<file path="src/rtl/vita49_trig_sched.sv">
// vita49_trig_sched: walks vita49_trig_logic through a FIFO of {on, off} timestamp windows.
// Latency: a push lands in the FIFO two edges after its rising edge; every output is registered.
// Backpressure: none; pushes into a full FIFO are dropped and flagged as overflow.
module vita49_trig_sched #(
  parameter int C_DEPTH_LOG2 = 3
) (
  input  logic        AXIS_ACLK,
  input  logic        AXIS_ARESET,
  input  logic [31:0] sched_ctrl,
  input  logic [31:0] win_tsi_on,
  input  logic [31:0] win_tsf_on_hi,
  input  logic [31:0] win_tsf_on_lo,
  input  logic [31:0] win_tsi_off,
  input  logic [31:0] win_tsf_off_hi,
  input  logic [31:0] win_tsf_off_lo,
  input  logic [31:0] tsi,
  input  logic [63:0] tsf,
  input  logic        trig,
  output logic [31:0] trig_ctrl,
  output logic [31:0] trig_tsi_up,
  output logic [31:0] trig_tsf_hi_up,
  output logic [31:0] trig_tsf_lo_up,
  output logic [31:0] sched_status,
  output logic        win_done
);

  typedef enum logic [2:0] {
    ST_IDLE     = 3'd0,
    ST_CHECK    = 3'd1,
    ST_LOAD_ON  = 3'd2,
    ST_LOAD_OFF = 3'd3,
    ST_WAIT_ON  = 3'd4,
    ST_WAIT_OFF = 3'd5,
    ST_DONE     = 3'd6
  } state_t;

  // A window is a pair of 96-bit {seconds, fraction} timestamps.
  typedef struct packed {
    logic [95:0] on_t;
    logic [95:0] off_t;
  } win_t;

  localparam int DEPTH  = 1 << C_DEPTH_LOG2;
  localparam int FILL_W = C_DEPTH_LOG2 + 1;

  logic enable, flush, push_bit;
  assign enable   = sched_ctrl[0];
  assign flush    = sched_ctrl[1];
  assign push_bit = sched_ctrl[2];

  logic unused_ctrl;
  assign unused_ctrl = ^sched_ctrl[31:4];

  // Timing-unit bus, trig and control sampling.
  logic [31:0] tsi_q;
  logic [63:0] tsf_q;
  logic        trig_q;
  logic        pt_q;
  logic        push_d;
  logic        push_pend;
  win_t        cap;

  // Window FIFO.
  win_t                    mem [DEPTH];
  logic [C_DEPTH_LOG2-1:0] wr_ptr, rd_ptr;
  logic [FILL_W-1:0]       fill;
  logic                    empty, full;
  logic                    valid_win, fifo_wr, do_push, pop, do_pop;
  win_t                    head;

  // Status and FSM state.
  logic        ovf_q, inv_q;
  logic [15:0] late_cnt;
  state_t      state, state_nx;
  logic        late_q, late_nx;
  logic        nopop_q, nopop_nx;
  logic [2:0]  guard_q, guard_nx;
  logic [3:0]  ctrl_q, ctrl_nx;
  logic        done_nx;
  logic        off_reached;

  assign empty     = (fill == '0);
  assign full      = (fill == FILL_W'(DEPTH));
  assign head      = mem[rd_ptr];
  assign valid_win = (cap.off_t > cap.on_t);
  // Flush wins over a pending push; invalid windows never reach the FIFO.
  assign fifo_wr   = push_pend & ~flush & valid_win;
  // Flushed windows (nopop) are already gone, so DONE only pops on a normal retire.
  assign pop       = (state == ST_DONE) & ~nopop_q & ~flush;
  assign do_pop    = pop & ~empty;
  assign do_push   = fifo_wr & (~full | do_pop);

  assign off_reached = ({tsi_q, tsf_q} >= head.off_t);

  // Register the time bus, trig and passthrough request once.
  always_ff @(posedge AXIS_ACLK) begin
    if (AXIS_ARESET) begin
      tsi_q  <= '0;
      tsf_q  <= '0;
      trig_q <= 1'b0;
      pt_q   <= 1'b0;
    end else begin
      tsi_q  <= tsi;
      tsf_q  <= tsf;
      trig_q <= trig;
      pt_q   <= sched_ctrl[3];
    end
  end

  // Detect the push rising edge and capture the window for the next edge.
  always_ff @(posedge AXIS_ACLK) begin
    if (AXIS_ARESET) begin
      push_d    <= 1'b0;
      push_pend <= 1'b0;
      cap       <= '0;
    end else begin
      push_d    <= push_bit;
      push_pend <= push_bit & ~push_d & ~flush;
      if (push_bit && !push_d) begin
        cap <= {win_tsi_on, win_tsf_on_hi, win_tsf_on_lo,
                win_tsi_off, win_tsf_off_hi, win_tsf_off_lo};
      end
    end
  end

  // FIFO storage write.
  always_ff @(posedge AXIS_ACLK) begin
    if (do_push) begin
      mem[wr_ptr] <= cap;
    end
  end

  // FIFO pointers and fill; pointers wrap naturally.
  always_ff @(posedge AXIS_ACLK) begin
    if (AXIS_ARESET || flush) begin
      wr_ptr <= '0;
      rd_ptr <= '0;
      fill   <= '0;
    end else begin
      if (do_push) wr_ptr <= wr_ptr + 1'b1;
      if (do_pop)  rd_ptr <= rd_ptr + 1'b1;
      case ({do_push, do_pop})
        2'b10:   fill <= fill + 1'b1;
        2'b01:   fill <= fill - 1'b1;
        default: fill <= fill;
      endcase
    end
  end

  // Sticky invalid/overflow flags.
  always_ff @(posedge AXIS_ACLK) begin
    if (AXIS_ARESET || flush) begin
      inv_q <= 1'b0;
      ovf_q <= 1'b0;
    end else begin
      if (push_pend && !valid_win) inv_q <= 1'b1;
      if (fifo_wr && !do_push)     ovf_q <= 1'b1;
    end
  end

  // Saturating count of windows retired late.
  always_ff @(posedge AXIS_ACLK) begin
    if (AXIS_ARESET || flush) begin
      late_cnt <= '0;
    end else if (state == ST_DONE && late_q && late_cnt != 16'hFFFF) begin
      late_cnt <= late_cnt + 16'd1;
    end
  end

  // FSM state register.
  always_ff @(posedge AXIS_ACLK) begin
    if (AXIS_ARESET) begin
      state   <= ST_IDLE;
      late_q  <= 1'b0;
      nopop_q <= 1'b0;
      guard_q <= '0;
    end else begin
      state   <= state_nx;
      late_q  <= late_nx;
      nopop_q <= nopop_nx;
      guard_q <= guard_nx;
    end
  end

  // Next state: flush, then enable drop, then the normal window sequence.
  always_comb begin
    state_nx = state;
    late_nx  = late_q;
    nopop_nx = nopop_q;
    guard_nx = 3'd0;
    if (flush) begin
      if (state != ST_IDLE && state != ST_DONE) begin
        state_nx = ST_DONE;
        late_nx  = 1'b0;
        nopop_nx = 1'b1;
      end else begin
        state_nx = ST_IDLE;
      end
    end else if (!enable && state != ST_IDLE && state != ST_DONE) begin
      state_nx = ST_DONE;
      late_nx  = 1'b0;
      nopop_nx = 1'b0;
    end else begin
      case (state)
        ST_IDLE: begin
          if (enable && !empty) begin
            state_nx = ST_CHECK;
            late_nx  = 1'b0;
            nopop_nx = 1'b0;
          end
        end
        ST_CHECK: begin
          if (off_reached) begin
            state_nx = ST_DONE;
            late_nx  = 1'b1;
          end else begin
            state_nx = ST_LOAD_ON;
          end
        end
        ST_LOAD_ON:  state_nx = ST_LOAD_OFF;
        ST_LOAD_OFF: state_nx = ST_WAIT_ON;
        ST_WAIT_ON: begin
          // Missed-window guard: off-time passed and trig never rose.
          if (trig) begin
            state_nx = ST_WAIT_OFF;
          end else if (off_reached) begin
            if (guard_q == 3'd4) begin
              state_nx = ST_DONE;
              late_nx  = 1'b1;
            end else begin
              guard_nx = guard_q + 3'd1;
            end
          end
        end
        ST_WAIT_OFF: begin
          if (!trig) state_nx = ST_DONE;
        end
        ST_DONE: state_nx = ST_IDLE;
        default: state_nx = ST_IDLE;
      endcase
    end
    ctrl_nx = {state_nx == ST_LOAD_OFF, state_nx == ST_LOAD_ON, state_nx == ST_DONE,
               (state_nx == ST_WAIT_ON) || (state_nx == ST_WAIT_OFF)};
    done_nx = (state_nx == ST_DONE) && !nopop_nx;
  end

  // Registered trigger-unit controls; operands move on the same edge as their set bit.
  always_ff @(posedge AXIS_ACLK) begin
    if (AXIS_ARESET) begin
      ctrl_q         <= '0;
      win_done       <= 1'b0;
      trig_tsi_up    <= '0;
      trig_tsf_hi_up <= '0;
      trig_tsf_lo_up <= '0;
    end else begin
      ctrl_q   <= ctrl_nx;
      win_done <= done_nx;
      case (state_nx)
        ST_LOAD_ON:  {trig_tsi_up, trig_tsf_hi_up, trig_tsf_lo_up} <= head.on_t;
        ST_LOAD_OFF: {trig_tsi_up, trig_tsf_hi_up, trig_tsf_lo_up} <= head.off_t;
        ST_DONE:     {trig_tsi_up, trig_tsf_hi_up, trig_tsf_lo_up} <= '0;
        default: ;
      endcase
    end
  end

  assign trig_ctrl    = {27'd0, pt_q, ctrl_q};
  assign sched_status = {late_cnt, trig_q, state, inv_q, ovf_q, full, empty, 8'(fill)};

endmodule

</file>
<file path="config.mk">
export PLATFORM = sky130hd
export DESIGN_NAME = vita49_trig_sched
export DESIGN_NICKNAME = d
export VERILOG_FILES = /design/src/rtl/vita49_trig_sched.sv
export SDC_FILE = /design/constraint.sdc
export NUM_CORES = 2
export LEC_CHECK = 0
export ABC_CLOCK_PERIOD_IN_PS = 20000
export CAP_MARGIN = 5
export CORE_ASPECT_RATIO = 1.75
export CORE_MARGIN = 1.5
export CORE_UTILIZATION = 50
export DETAILED_ROUTE_END_ITERATION = 6
export HOLD_SLACK_MARGIN = 0.06
export PLACE_DENSITY = 0.78
export SLEW_MARGIN = 20
export SYNTH_ARGS = -nofsm -noshare
export SYNTH_HDL_FRONTEND = slang
export SYNTH_SLANG_ARGS = --single-unit
</file>
<file path="constraint.sdc">
create_clock -name AXIS_ACLK -period 20 [get_ports AXIS_ACLK]
set_input_delay 4 -clock AXIS_ACLK [delete_from_list [all_inputs] [get_ports AXIS_ACLK]]
set_output_delay 4 -clock AXIS_ACLK [all_outputs]
set_load 0.005 [all_outputs]
</file>
==> impl_results.md <==
- Placer congestion estimate: 0.8483
- Final ANT Viol Nets: 0
- Setup WS post-layout: 11.95 ns
- Width of the die: 300.3 um
- Routed length per instance: 27.04 um
- Combinational Power Share: 4.9%
- Drt total wl: 194,500 um
- RSZ-0062 raised after global routing: false
- Ys flop type: edfxtp_1
- Status: finished, final reports clean
- Post-synth top area share: 59.63%
- Total iterations of the first detailed-routing run: 5
- # H-tree levels: 4
- Gr usage total: 24.95%
- YS warnings: 0
- Max clock buf depth: 3
- Tcrit/Tclk final: 40.25%
- Syn Std Cell Area: 77,350 um^2
- Final Hold Viols: 0
- Post-synth ARST share: 0%
- Clock-pin slew on the worst setup and hold paths: 0.06 ns
- # DRC: 0
- PD cells: 93.94 nW/um^2
- Crit path time final: 8.050 ns
- Required time of the worst setup path: 20.43 ns
- Global routing's busiest layer: met2
- Root Buffer: clkbuf_16
- Final Net Count: 5,535
- Synth Register Bits: 1,968
- Core area: 153,300 um^2
- Reg2Reg Setup Slack: 11.96 ns
- Worst Setup Path Type: in2reg
- Vias per inst: 5.960
- Initial antenna violation count: 24
- Largest net degree at the start of global routing: 158
- Sequential share of power: 54.1%
- Num CTS Buffers: 171
- Slew margin rel.: 19.57%
- Post-layout util: 58.41%
- Crit path DAT: 8.48 ns
- Final hold slack: 0.4478 ns
- Final setup vio count: 0
- Max Slew Vio Count: 0
- Sequential cell area fraction in the yosys report: 70.81%
- P_sw: 1.834 mW
- Max rail drop VDD: 0.1185 mV
- Total grt overflow: 0
- CP Capture Type: flip-flop
- CTS tree: done
- Clock power frac: 41.0%
- Worst skew pair latency: 0.84 ns
- Vias in the first global route: 44,180
- First-pass GRT wire length: 285,900 um
- Vias: 42,860
- Dpl hpwl: 114,000 um
- Setup_tns: 0 ns
- Routing usage on met3: 5.455%
- CP startpoint kind: primary input
- Total setup buffers inserted after CTS: 0
- Post-place setup slack: 11.11 ns
- Starting DRT DRC Count: 3,807
- Max-cap violations: 0
- Sw Share: 21.80%
- Worst slew pin tran: 1.206 ns
- Cell with the most instances after synthesis: edfxtp_1
- Synth area leader: edfxtp_1
- CTS sink count: 1,968
- Starting Density: 50.45%
- Internal power: 6.580 mW
- Post-synth EDFFs: 1,536
- Post-CTS sizing: 0
- M2 GR Usage: 42.58%
- Cell count after synthesis: 4,603
- Distinct cells, synth: 71
- DIE HEIGHT: 523.3 um
- Lkg Pwr: 28.89 nW
- Input/output buffers: 424
- Top post-synthesis cells by area: edfxtp_1 (60%), dfxtp_1 (11%), mux4_2 (11%), ha_1 (3.2%), mux2i_1 (2.5%)
- Post-synth top cells: edfxtp_1 (1,536), nand2_1 (454), dfxtp_1 (432)
- Avg Cell Area, Syn: 16.81 um^2
- Area growth syn-to-layout: 15.78%
- Met1 usage: 30.76%
- Skew final: 0.05749 ns
- Die ar.: 157,200 um^2
- Fmax: 124.2 MHz
- Post-CTS Hold Fix Bufs: 0
- Site Rows: 190
- I/O pins: 484
- Hold/Removal Path Class: reg2reg
- Layout cell share with drive strength beyond 1: 14.32%
- Maximum fanout along the worst path: 53
state kept, by name, summed over array words and instances (netlist names), 4 cells and up, named ones only:
signal and cells:
late_cnt 16, ctrl_q 4, tsi_q 32, fill 4
trig_tsf_lo_up 32, trig_tsi_up 32, tsf_q 64, mem 1536
trig_tsf_hi_up 32, cap 192
through the flow:
| step | power [mW] | instance area, um^2 | std cells |
|---|---|---|---|
| 3_5_place_dp | 5.048 | 83640 | 6855 |
| 3_3_place_gp | 5.034 | 83640 | 6855 |
| 4_1_cts | 8.454 | 89530 | 7178 |
| 5_1_grt | 8.639 | 89540 | 7181 |
| 2_1_floorplan | 4.802 | 77470 | 4633 |
| 6_report | 8.414 | 89560 | 7191 |
cell families (layout without fill, tap and decap cells):
family / Yosys count / after routing / share of synthesized area, %
DFF: 1968 / 1968 / 70.81
other: 1 / 44 / 0.004848
and+or+nand+nor: 866 / 866 / 5.313
AOI/OAI and AO/OA: 496 / 496 / 4.115
xor gates and xnor gates: 20 / 20 / 0.2265
buffers and inverters: 475 / 1004 / 2.609
muxes: 577 / 577 / 13.68
adders and majority gates: 200 / 200 / 3.245
path summary, 6_finish.rpt:
check,startpoint,to,cells after the start
max,sched_ctrl[1],mem[5][137],11
max reg2reg,flip-flop,trig_tsf_hi_up[13],15
min,guard_q[0],guard_q[0],1
min reg2reg,guard_q[0],guard_q[0],1
per-layer routing:
metal / vias up / wire length, um
li1: 18530 / -
met1: 22090 / 72560
met2: 1875 / 98300
met3: 329 / 16170
met4: 26 / 7284
met5: - / 166
cell type report:
| cell class | instances | area (um^2) |
|---|---|---|
| Tap cell | 2016 | 2522 |
| Fill cell | 11160 | 63770 |
| Sequential cell | 1968 | 54780 |
| Inverter | 204 | 765.7 |
| Timing Repair Buffer | 477 | 4810 |
| Multi-Input combinational cell | 2190 | 20760 |
| Clock inverter | 91 | 1196 |
| Clock buffer | 232 | 4692 |
| Antenna cell | 13 | 32.53 |
power by group through the flow:
| stage | Combinational, mW | Clock, mW | Sequential, mW |
|---|---|---|---|
| global route | 0.443 | 3.63 | 4.56 |
| global placement | 0.398 | 0 | 4.64 |
| finish | 0.409 | 3.45 | 4.55 |
| CTS | 0.410 | 3.49 | 4.56 |
| detailed placement | 0.405 | 0 | 4.64 |
| floorplan | 0.191 | 0 | 4.61 |
placed cells by master (no fill, tap or decap), drive strengths merged, types with 7 or more instances in the layout:
master / synthesis / final
edfxtp: 1536 / 1536
nor2: 65 / 65
inv: 204 / 213
clkdlybuf4s50: 0 / 423
a21o: 16 / 16
buf: 105 / 54
diode: 0 / 13
clkbuf: 166 / 232
bufinv: 0 / 20
xor2: 13 / 13
a21oi: 280 / 280
nor3: 23 / 23
nand3: 28 / 28
o21a: 9 / 9
or3: 89 / 89
nand2b: 16 / 16
xnor2: 7 / 7
o32a: 7 / 7
and4: 7 / 7
o221ai: 89 / 89
nand2: 454 / 454
nand4: 44 / 44
o211ai: 7 / 7
o21ai: 44 / 44
clkinv: 0 / 50
ha: 199 / 199
nor4: 9 / 9
clkinvlp: 0 / 12
mux4: 384 / 384
conb: 1 / 31
a221oi: 9 / 9
mux2i: 192 / 192
nor2b: 112 / 112
dfxtp: 432 / 432
worst max-delay path, stage by stage:
cell	delay, ns
clkdlybuf4s50_1	0.52
nor2_1	0.16
nand3_1	0.13
nand2_1	0.13
and3_1	0.26
and2_0	0.28
nor2b_1	0.29
nor2b_4	0.18
buf_4	0.62
buf_4	0.85
buf_4	0.91
Power figures use the tool's default switching activity.
